### src/rtl/bru_pc_sequencer.sv
// PC sequencer around the branch-resolution unit: redirect after FLUSH_CYCLES bubbles, HALT on misaligned target.
// Moore ready/req/flush; pc, link and counters registered. Optional statistics counters under `BRU_STATS_EN.
module bru_pc_sequencer #(
   parameter logic [31:0] RESET_PC     = 32'h0000_0000,
   parameter int          FLUSH_CYCLES = 2
) (
   input  logic        clk,
   input  logic        rst,
   input  logic        br_valid,
   output logic        br_ready,
   input  logic [3:0]  BRUOP,
   input  logic        aluEQ,
   input  logic        aluLT,
   input  logic        aluLTU,
   input  logic [31:0] pc_ex,
   input  logic [31:0] rs1,
   input  logic [31:0] imm,
   output logic        imem_req,
   output logic [31:0] imem_addr,
   input  logic        imem_ack,
   output logic [31:0] pc,
   output logic        flush,
   output logic        link_we,
   output logic [31:0] link_data,
   output logic        misalign_exc,
   output logic [31:0] br_total,
   output logic [31:0] br_taken
);

   localparam logic [1:0] FETCH    = 2'd0;
   localparam logic [1:0] REDIRECT = 2'd1;
   localparam logic [1:0] HALT     = 2'd2;

   localparam logic [3:0] OP_EQ   = 4'd0;
   localparam logic [3:0] OP_NE   = 4'd1;
   localparam logic [3:0] OP_LT   = 4'd2;
   localparam logic [3:0] OP_GE   = 4'd3;
   localparam logic [3:0] OP_JAL  = 4'd4;
   localparam logic [3:0] OP_JALR = 4'd5;
   localparam logic [3:0] OP_LTU  = 4'd6;
   localparam logic [3:0] OP_GEU  = 4'd7;
   localparam logic [3:0] OP_OFF  = 4'd8;

   localparam logic [3:0] FLUSH_LOAD = 4'(FLUSH_CYCLES);

   logic [1:0]  state;
   logic [3:0]  flush_cnt;
   logic        accept;
   logic        taken;
   logic        is_link;
   logic [31:0] target;

   assign br_ready  = (state == FETCH);
   assign imem_req  = (state == FETCH);
   assign flush     = (state != FETCH);
   assign imem_addr = pc;
   assign accept    = br_valid & br_ready;
   assign is_link   = (BRUOP == OP_JAL) || (BRUOP == OP_JALR);

   always_comb begin
      taken = 1'b0;
      case (BRUOP)
         OP_EQ:   taken = aluEQ;
         OP_NE:   taken = ~aluEQ;
         OP_LT:   taken = aluLT;
         OP_GE:   taken = ~aluLT;
         OP_LTU:  taken = aluLTU;
         OP_GEU:  taken = ~aluLTU;
         OP_JAL:  taken = 1'b1;
         OP_JALR: taken = 1'b1;
         default: taken = 1'b0;
      endcase
   end

   always_comb begin
      if (BRUOP == OP_JALR) target = (rs1 + imm) & ~32'h1;
      else                  target = pc_ex + imm;
   end

   // A taken branch outranks a same-cycle fetch ack; the acked fetch dies in the flush.
   always_ff @(posedge clk or posedge rst) begin
      if (rst) begin
         state        <= FETCH;
         pc           <= RESET_PC;
         flush_cnt    <= 4'd0;
         misalign_exc <= 1'b0;
      end else begin
         case (state)
            FETCH: begin
               if (accept && taken) begin
                  if (target[1]) begin
                     state        <= HALT;
                     misalign_exc <= 1'b1;
                  end else begin
                     state     <= REDIRECT;
                     pc        <= target;
                     flush_cnt <= FLUSH_LOAD;
                  end
               end else if (imem_ack) begin
                  pc <= pc + 32'd4;
               end
            end
            REDIRECT: begin
               if (flush_cnt <= 4'd1) state <= FETCH;
               else                   flush_cnt <= flush_cnt - 4'd1;
            end
            HALT:    state <= HALT;
            default: state <= FETCH;
         endcase
      end
   end

   always_ff @(posedge clk or posedge rst) begin
      if (rst) begin
         link_we   <= 1'b0;
         link_data <= 32'h0;
      end else begin
         link_we <= accept & is_link;
         if (accept && is_link) link_data <= pc_ex + 32'd4;
      end
   end

`ifdef BRU_STATS_EN
   always_ff @(posedge clk or posedge rst) begin
      if (rst) begin
         br_total <= 32'h0;
         br_taken <= 32'h0;
      end else begin
         if (accept && (BRUOP != OP_OFF)) br_total <= br_total + 32'd1;
         if (accept && taken)             br_taken <= br_taken + 32'd1;
      end
   end
`else
   assign br_total = 32'h0;
   assign br_taken = 32'h0;
`endif

endmodule

### config.mk
export PLATFORM = sky130hd
export DESIGN_NAME = bru_pc_sequencer
export DESIGN_NICKNAME = d
export VERILOG_FILES = /design/src/rtl/bru_pc_sequencer.sv
export SDC_FILE = /design/constraint.sdc
export NUM_CORES = 1
export LEC_CHECK = 0
export ABC_AREA = 1
export CORE_MARGIN = 2
export CORE_UTILIZATION = 50
export DETAILED_ROUTE_END_ITERATION = 10
export PLACE_DENSITY = 0.85
export REMOVE_ABC_BUFFERS = 1
export SYNTH_ARGS = -nofsm -noshare
export SYNTH_HDL_FRONTEND = slang
export SYNTH_SLANG_ARGS = --single-unit
### constraint.sdc
create_clock -name clk -period 2.8 [get_ports clk]
set_clock_uncertainty 0.05 [all_clocks]
set_input_delay 0.7 -clock clk [delete_from_list [all_inputs] [get_ports clk]]
set_output_delay 0.7 -clock clk [all_outputs]
set_load 0.05 [all_outputs]
Word-level counts from Yosys, hierarchy flattened --
Index checks and enable logic that the tools add are counted. W data, S select, Z words.
Word-level totals: bits in registers 72, bits in latches 0, memory bits (writable) 0, bits in read-only memories 0, input bits 107, output and inout port bits 165, memories 0
Operators by class: $add $sub $neg 5, $mul 0, div/mod/pow operators 0, $lt $le $gt $ge 1, equal/unequal tests 14, shift-type cells 0, multiplexer cells 13, bitwise gates (word level) 5, reduce and logical (&&, ||, !) cells 13
Operators by type and width (number):
- $mux W32 | 4
- $add A32 B3 Y32 const B | 2
- $add A32 B32 Y32 | 2
- $eq A4 B3 Y1 const B | 4
- $mux W4 | 3
- $eq A4 B2 Y1 const B | 2
- $ne A2 B2 Y1 const B | 4
- $pmux W4 S2 | 1
- $pmux W1 S7 | 1
- $mux W2 | 3
- $pmux W2 S3 | 1
- $reduce_and A3 Y1 | 2
- $reduce_bool A2 Y1 | 3
- $eq A4 B1 Y1 const B | 1
- $le A4 B1 Y1 const B | 1
- $logic_not A4 Y1 | 1
- $reduce_and A4 Y1 | 1
- $sub A4 B1 Y4 const B | 1
- $not A1 Y1 | 3
- $and A1 B1 Y1 | 2
- $eq A2 B1 Y1 const B | 1
- $eq A2 B2 Y1 const B | 1
- $logic_and A1 B1 Y1 | 2
- $logic_not A2 Y1 | 1
- other kinds (4) | 4

Depth between registers and ports, before layout --
Gate-level depths: netlist of the first run.
depth after elaboration 6, gate-level depth with buffers 17, depth with buffers taken out 17

Worst setup path before layout of the first run --
OpenSTA, ideal clock, no wires.
kind input to register, start point input port pc_ex[0], end point register pc[14], in the netlist imem_addr[14], library setup time 0.077 ns, arrival 2.363 ns, required time 2.673 ns, path slack 0.309 ns, stages 17, buffers on the path 0, path through ha_1 > inv_1 > fa_1 > inv_1 > nand3_1 > nand3_1 > nand2_1 > nand2_1 > nand2_1 > nand2_1 > inv_1 > or2_2 > nand2_1 > nand2_1 > nand2_1 > nand2_1 > a21oi_1
On the way: longest elaborated chain between the ends 4
Ends and longest elaborated chain:
- from (decl) | RTL line 15 | input logic [31:0] pc_ex,
- $add A32 B32 Y32 * | RTL line 77 | else target = pc_ex + imm;
- $mux W32 * | RTL line 76 | if (BRUOP == OP_JALR) target = (rs1 + imm) & ~32'h1;
- $ne A2 B2 Y1 (no source line) / $mux W32 (equally long branches)
- $reduce_and A3 Y1 (no source line) / $mux W32 (equally long branches)
- to (signal assigned) | RTL line 96 | pc <= target;
- to (signal assigned) | RTL line 100 | pc <= pc + 32'd4;
- to (decl) | RTL line 21 | output logic [31:0] pc,
Mark *: on every way between the ends. The rest lies on a longest branch, timed or not. The select of a mux whose other input is x is not followed. A chain may end at the register's enable or synchronous reset.

Worst setup path after layout of the first run --
start point input port pc_ex[1], end point register pc[11], in the netlist imem_addr[11]
The elaborated chain is that of the path after synthesis.

==> impl_metrics.env, run 1 <==
export IMPL_hold_class="flop to flop"
export IMPL_cts_hold_buffers_added=0
export IMPL_first_global_vias=11175
export IMPL_required_ns=2.98
export IMPL_numClockSinks=71
export IMPL_remaining_drc_errors=0
export IMPL_ys_warn_count=0
export IMPL_worst_slack_ns=-0.0616
export IMPL_wirelength_um=34900
export IMPL_start_util=0.507
export IMPL_cts_tree="built"
export IMPL_placed_area_mm2=0.0131
export IMPL_cts_path_max_buffers=2
export IMPL_maxCapViolCount=0
export IMPL_rows=51
export IMPL_die_h_um=144
export IMPL_p_leak_nw=7.56
export IMPL_core_mm2=0.0194
export IMPL_syn_area_per_cell_um2=5.81
export IMPL_drv_slew=0
export IMPL_globalRouteMet1Util=0.402
export IMPL_crit_path_frequent_cell="nand2_1"
export IMPL_p_per_area_mw_per_mm2=730
export IMPL_drt_iter0_drc=1034
export IMPL_path_delay_family="simple AND/OR/NAND/NOR gates"
export IMPL_yosysTopAreaCell="nand2_1"
export IMPL_synth_ff_latch_count=71
export IMPL_postRouteAntennaNets=0
export IMPL_htree_num_levels=3
export IMPL_grt_pass1_wl_um=52700
export IMPL_crit_path_top_delay_cell="clkdlybuf4s50_1"
export IMPL_nets=2213
export IMPL_n_antenna_cell=0
export IMPL_worst_ep_arrival_time_ns=3.05
export IMPL_clk_latency_ns=0.35
export IMPL_tns_ns=-0.0616
export IMPL_vdd_drop_max_mv=0.454
export IMPL_crit_fanout=4
export IMPL_fin_util=0.714
export IMPL_antenna_found_initial=0
export IMPL_wl_per_cell_um=15.1
export IMPL_critPathCaptureType="flop"
export IMPL_synth_area_top_cells="nand2_1 23%, dfrtp_1 18%, inv_1 8.9%"
export IMPL_io_pins=272
export IMPL_routed_via_density=5.21
export IMPL_die_area_mm2=0.0208
export IMPL_firstDrtPassIters=11
export IMPL_die_w_um=144
export IMPL_ys_seq_area_frac=0.181
export IMPL_worst_pin_slew_ns=0.657
export IMPL_worstSetupStartpointType="input port"
export IMPL_violations="setup timing"
export IMPL_grt_busiest_layer="met2"
export IMPL_fmax_mhz=349
export IMPL_synth_edf_count=0
export IMPL_path_cells="clkdlybuf4s50_1 > buf_4 > ha_1 > nand2_1 > nand2_1 > nand3_1 > nand2_1 > nand2_1 > nand2_1 > or2_2 > nand3_1 > nand3_1 > o211ai_1 > nand2_1"
export IMPL_period_share=1.02
export IMPL_fillers=1601
export IMPL_setup_viol=1
export IMPL_netlist_instances=1691
export IMPL_overflow=0
export IMPL_track_usage=0.319
export IMPL_drive_gt1_frac=0.153
export IMPL_synth_cell_types=46
export IMPL_grt_max_degree=45
export IMPL_max_slew_margin_rel=0.562
export IMPL_synthFlopType="dfrtp_1"
export IMPL_synthToLayoutAreaGrowth_pct=40.9
export IMPL_cts_buffers_inserted=9
export IMPL_port_buffers=205
export IMPL_grt_util_met2=0.550
export IMPL_max_stage_delay_ns=0.44
export IMPL_synthArstFlopShare=1.00
export IMPL_synth_top_area_share=0.234
export IMPL_netlist_area_mm2=0.00983
export IMPL_hpwlAfterDp_um=27300
export IMPL_path_clk_slew_ns=0.06
export IMPL_fin_area_mm2=0.0138
export IMPL_hold_viol_final=0
export IMPL_status="finished with violations"
export IMPL_use_met3=0.0341
export IMPL_root_buffer="clkbuf_16"
export IMPL_p_total_mw=10.1
export IMPL_critical_path_buf_inv_count=2
export IMPL_crit_type="input port to flop"
export IMPL_gp_congestion=0.957
export IMPL_layout_min_cycle_time_ns=2.86
export IMPL_vias=12039
metal layers:
| layer | share of wire | vias up |
|---|---|---|
| met2 | 0.48 | 596 |
| met4 | 0.046 | 0 |
| met1 | 0.40 | 5472 |
| met3 | 0.076 | 109 |
| li1 | - | 5862 |
| met5 | 0 | - |
cell usage in the layout (no fill, tap or decap), drive strengths merged, types with 28 or more instances in the layout:
| cell | n |
|---|---|
| a21oi | 99 |
| buf | 190 |
| clkdlybuf4s50 | 192 |
| conb | 66 |
| dfrtp | 71 |
| ha | 65 |
| inv | 238 |
| nand2 | 621 |
| nand3 | 113 |
| nor2 | 147 |
| nor3 | 28 |
| o21ai | 68 |
| xor2 | 28 |
Yosys cell counts (all sizes together), types with 12 or more instances:
| master | instances |
|---|---|
| nand2 | 621 |
| nor3 | 28 |
| buf | 114 |
| nor2 | 147 |
| xor2 | 28 |
| o21ai | 68 |
| dfrtp | 71 |
| nand3 | 113 |
| nand4 | 12 |
| xnor2 | 20 |
| inv | 237 |
| ha | 65 |
| a21oi | 99 |
state kept, by name, summed over array words and instances, names as in the netlist:
name	flops
imem_addr	31
misalign_exc	1
link_data	32
flush_cnt	4
state	2
link_we	1
cell families after synthesis:
family / after synthesis / share of synthesized area
simple gates: 956 / 0.408
buf+inv: 360 / 0.180
compound gates: 188 / 0.101
flops: 71 / 0.181
fa+ha+maj: 67 / 0.0868
xor+xnor: 48 / 0.0428
other cells: 1 / 0.000381
worst paths after layout:
check / endpoint / start / depth (start not counted) / slack, ns
min reg2reg: misalign_exc / misalign_exc / 2 / 0.42
max reg2reg: imem_addr[26] / imem_addr[2] / 12 / 0.61
max: imem_addr[11] / pc_ex[1] / 14 / -0.06
min in group asynchronous: link_we / rst / 2 / 0.58
max in group asynchronous: imem_addr[23] / rst / 3 / 1.55
min: misalign_exc / misalign_exc / 2 / 0.42
power by group:
part	internal, mW	switching [mW]	total, mW
sequential	1.46	0.518	1.98
combinational	2.30	4.40	6.70
clock	0.902	0.517	1.42
total	4.67	5.44	10.1
timing repair:
item | in CTS | in global routing
pin swaps | 1 | 7
resized for setup | 2 | 81
gates cloned | 0 | 0
endpoints found under the setup margin | 2 | 31
buffers inserted | 0 | 3
layout make-up:
type | instances | area (µm²) | share of cell area
tap | 265 | 332 | 0.0239
clock inverter | 6 | 116 | 0.00840
multi-input combinational | 1325 | 6920 | 0.500
inverter | 237 | 890 | 0.0642
timing repair buffer | 395 | 3570 | 0.258
clock buffer | 10 | 239 | 0.0173
sequential | 71 | 1780 | 0.128
tightest hold or removal path, delay by kind of cell (launching register included):
kind | cells | cell delay, ns
buffers and inverters | 1 | 0.04
DFF | 1 | 0.35
and+or+nand+nor | 1 | 0.05
stage by stage:
step	worst slack (ns)	hold WS [ns]	instances
after floorplan	-1.09	0.392	1633
after global placement	-0.281	0.402	2290
after detailed placement	-0.395	0.403	2290
after CTS	0.0326	0.420	2306
after global routing	-0.135	0.451	2309
final	-0.0616	0.417	2309
Note: power is estimated with default switching activity, not from simulation.
==> run 2, diff against run 1 <==
--- a/config.mk
+++ b/config.mk
@@ -8,8 +8,10 @@
 export ABC_AREA = 1
 export CORE_MARGIN = 2
 export CORE_UTILIZATION = 50
+export CTS_BUF_LIST = sky130_fd_sc_hd__clkbuf_2
+export CTS_CLUSTER_SIZE = 10
 export DETAILED_ROUTE_END_ITERATION = 10
-export PLACE_DENSITY = 0.85
+export PLACE_DENSITY = 0.88
 export REMOVE_ABC_BUFFERS = 1
 export SYNTH_ARGS = -nofsm -noshare
 export SYNTH_HDL_FRONTEND = slang
==> impl_metrics.env, run 2 (same netlist as run 1, synthesis figures left out) <==
export IMPL_status="finished clean"
export IMPL_crit_path_top_delay_cell="clkdlybuf4s50_1"
export IMPL_path_delay_family="buffers and inverters"
export IMPL_wl_per_cell_um=14.4
export IMPL_cts_buffers_inserted=9
export IMPL_grt_max_degree=42
export IMPL_rows=51
export IMPL_worst_pin_slew_ns=0.637
export IMPL_rsz0062_at_grt="no"
export IMPL_track_usage=0.316
export IMPL_htree_num_levels=3
export IMPL_hold_viol_final=0
export IMPL_drt_iter0_drc=908
export IMPL_crit_type="flop to primary output"
export IMPL_holdWs_ns=0.418
export IMPL_r2r_slack_ns=0.60
export IMPL_r2r_end="imem_addr[28]"
export IMPL_top_register="link_data"
export IMPL_worstSetupStartpointType="flop"
export IMPL_cts_resized=9
export IMPL_critical_path_buf_inv_count=1
export IMPL_path_clk_slew_ns=0.26
export IMPL_post_cts_buffers=0
export IMPL_numClockSinks=71
export IMPL_die_area_mm2=0.0208
export IMPL_grt_pass1_wl_um=52000
export IMPL_crit_fanout=7
export IMPL_firstDrtPassIters=6
export IMPL_antenna_found_initial=1
export IMPL_clk_latency_ns=0.61
export IMPL_nets=2201
export IMPL_hpwlAfterDp_um=27400
export IMPL_synthToLayoutAreaGrowth_pct=34.1
export IMPL_vdd_drop_max_mv=0.463
export IMPL_vias=11621
export IMPL_routed_via_density=5.06
export IMPL_remaining_drc_errors=0
export IMPL_fin_util=0.680
export IMPL_start_util=0.507
export IMPL_cts_path_max_buffers=2
export IMPL_io_pins=272
export IMPL_fmax_mhz=365
export IMPL_required_ns=2.05
export IMPL_period_share=0.978
export IMPL_drive_gt1_frac=0.115
export IMPL_final_common_cell="nand2_1"
export IMPL_setup_viol=0
export IMPL_layout_min_cycle_time_ns=2.74
export IMPL_cts_tree="built"
export IMPL_postRouteAntennaNets=0
export IMPL_core_mm2=0.0194
export IMPL_timing_rr_start="imem_addr[2]"
export IMPL_drv_slew=0
export IMPL_final_cell_mix="613 x nand2_1, 233 x inv_1, 173 x buf_4"
export IMPL_maxCapViolCount=0
export IMPL_overflow=0
export IMPL_port_buffers=205
export IMPL_gp_congestion=0.935
export IMPL_path_cells="clkdlybuf4s50_1"
export IMPL_die_w_um=144
export IMPL_max_stage_delay_ns=0.85
export IMPL_max_slew_margin_rel=0.574
export IMPL_critPathCaptureType="primary output"
export IMPL_worstRegToRegCells=11
export IMPL_wirelength_um=33200
export IMPL_die_h_um=144
export IMPL_hold_class="input port to async pin"
export IMPL_largest_register_ffs=32
export IMPL_root_buffer="clkbuf_2"
export IMPL_first_global_vias=10931
export IMPL_p_leak_nw=7.49
export IMPL_worst_ep_arrival_time_ns=1.99
export IMPL_cts_hold_buffers_added=0
export IMPL_p_per_area_mw_per_mm2=697
-- run 2: changes by cell type in the layout (fill, tap and decap cells not counted), sizes merged --
cell           before  now
buf               190  178
bufinv              3    2
clkbuf             10    9
clkdlybuf4s50     192  165
clkinv              2    3
clkinvlp            0    2
diode               0    1
dlygate4sd2         0    9
dlymetal6s2s       13   31
inv               238  237
-- run 2: worst max-delay path by stage --
stage / endpoint / slack [ns] / from / depth (start not counted)
6_report: imem_addr[15] / 0.06 / imem_addr[15] / 1
5_1_grt: imem_addr[12] / 0.003 / imem_addr[12] / 1
4_1_cts: imem_addr[22] / 0.00007 / imem_addr[22] / 1
3_5_place_dp: imem_addr[14] / -0.34 / pc_ex[0] / 18
3_3_place_gp: imem_addr[14] / -0.31 / imm[0] / 18
2_1_floorplan: imem_addr[16] / -1.09 / BRUOP[2] / 12
-- run 2: layout make-up --
| class | count | area [µm²] |
|---|---|---|
| multi-input combinational | 1325 | 6540 |
| fill | 1772 | 6210 |
| timing repair buffer | 383 | 3520 |
| sequential | 71 | 1780 |
| inverter | 237 | 890 |
| tap | 265 | 332 |
| clock inverter | 7 | 87.6 |
| clock buffer | 9 | 45.0 |
| antenna | 1 | 2.50 |
-- run 2: power by group --
part / switching [mW] / total, mW / internal, mW / leakage [nW]
logic: 4.33 / 6.49 / 2.16 / 6.56
clock network: 0.450 / 0.736 / 0.287 / 0.0730
registers: 0.503 / 1.96 / 1.46 / 0.857
-- run 2: per-stage QoR --
stage          total power, mW  setup TNS, ns  cell area [µm²]  std cells  setup slack, ns
2_1_floorplan             6.07         -47.63             9200       1633            -1.09
3_3_place_gp              8.35          -5.77            13000       2281           -0.307
3_5_place_dp              8.50          -8.21            13000       2281           -0.336
4_1_cts                   9.19              0            13100       2297        0.0000704
5_1_grt                   9.75              0            13200       2298          0.00285
6_report                  9.19              0            13200       2298           0.0623
-- run 2: routing by layer --
metal | share of wire | global-route usage
met5 | 0 | 0
met4 | 0.044 | 0.147
met3 | 0.067 | 0.0417
met2 | 0.46 | 0.538
met1 | 0.42 | 0.398
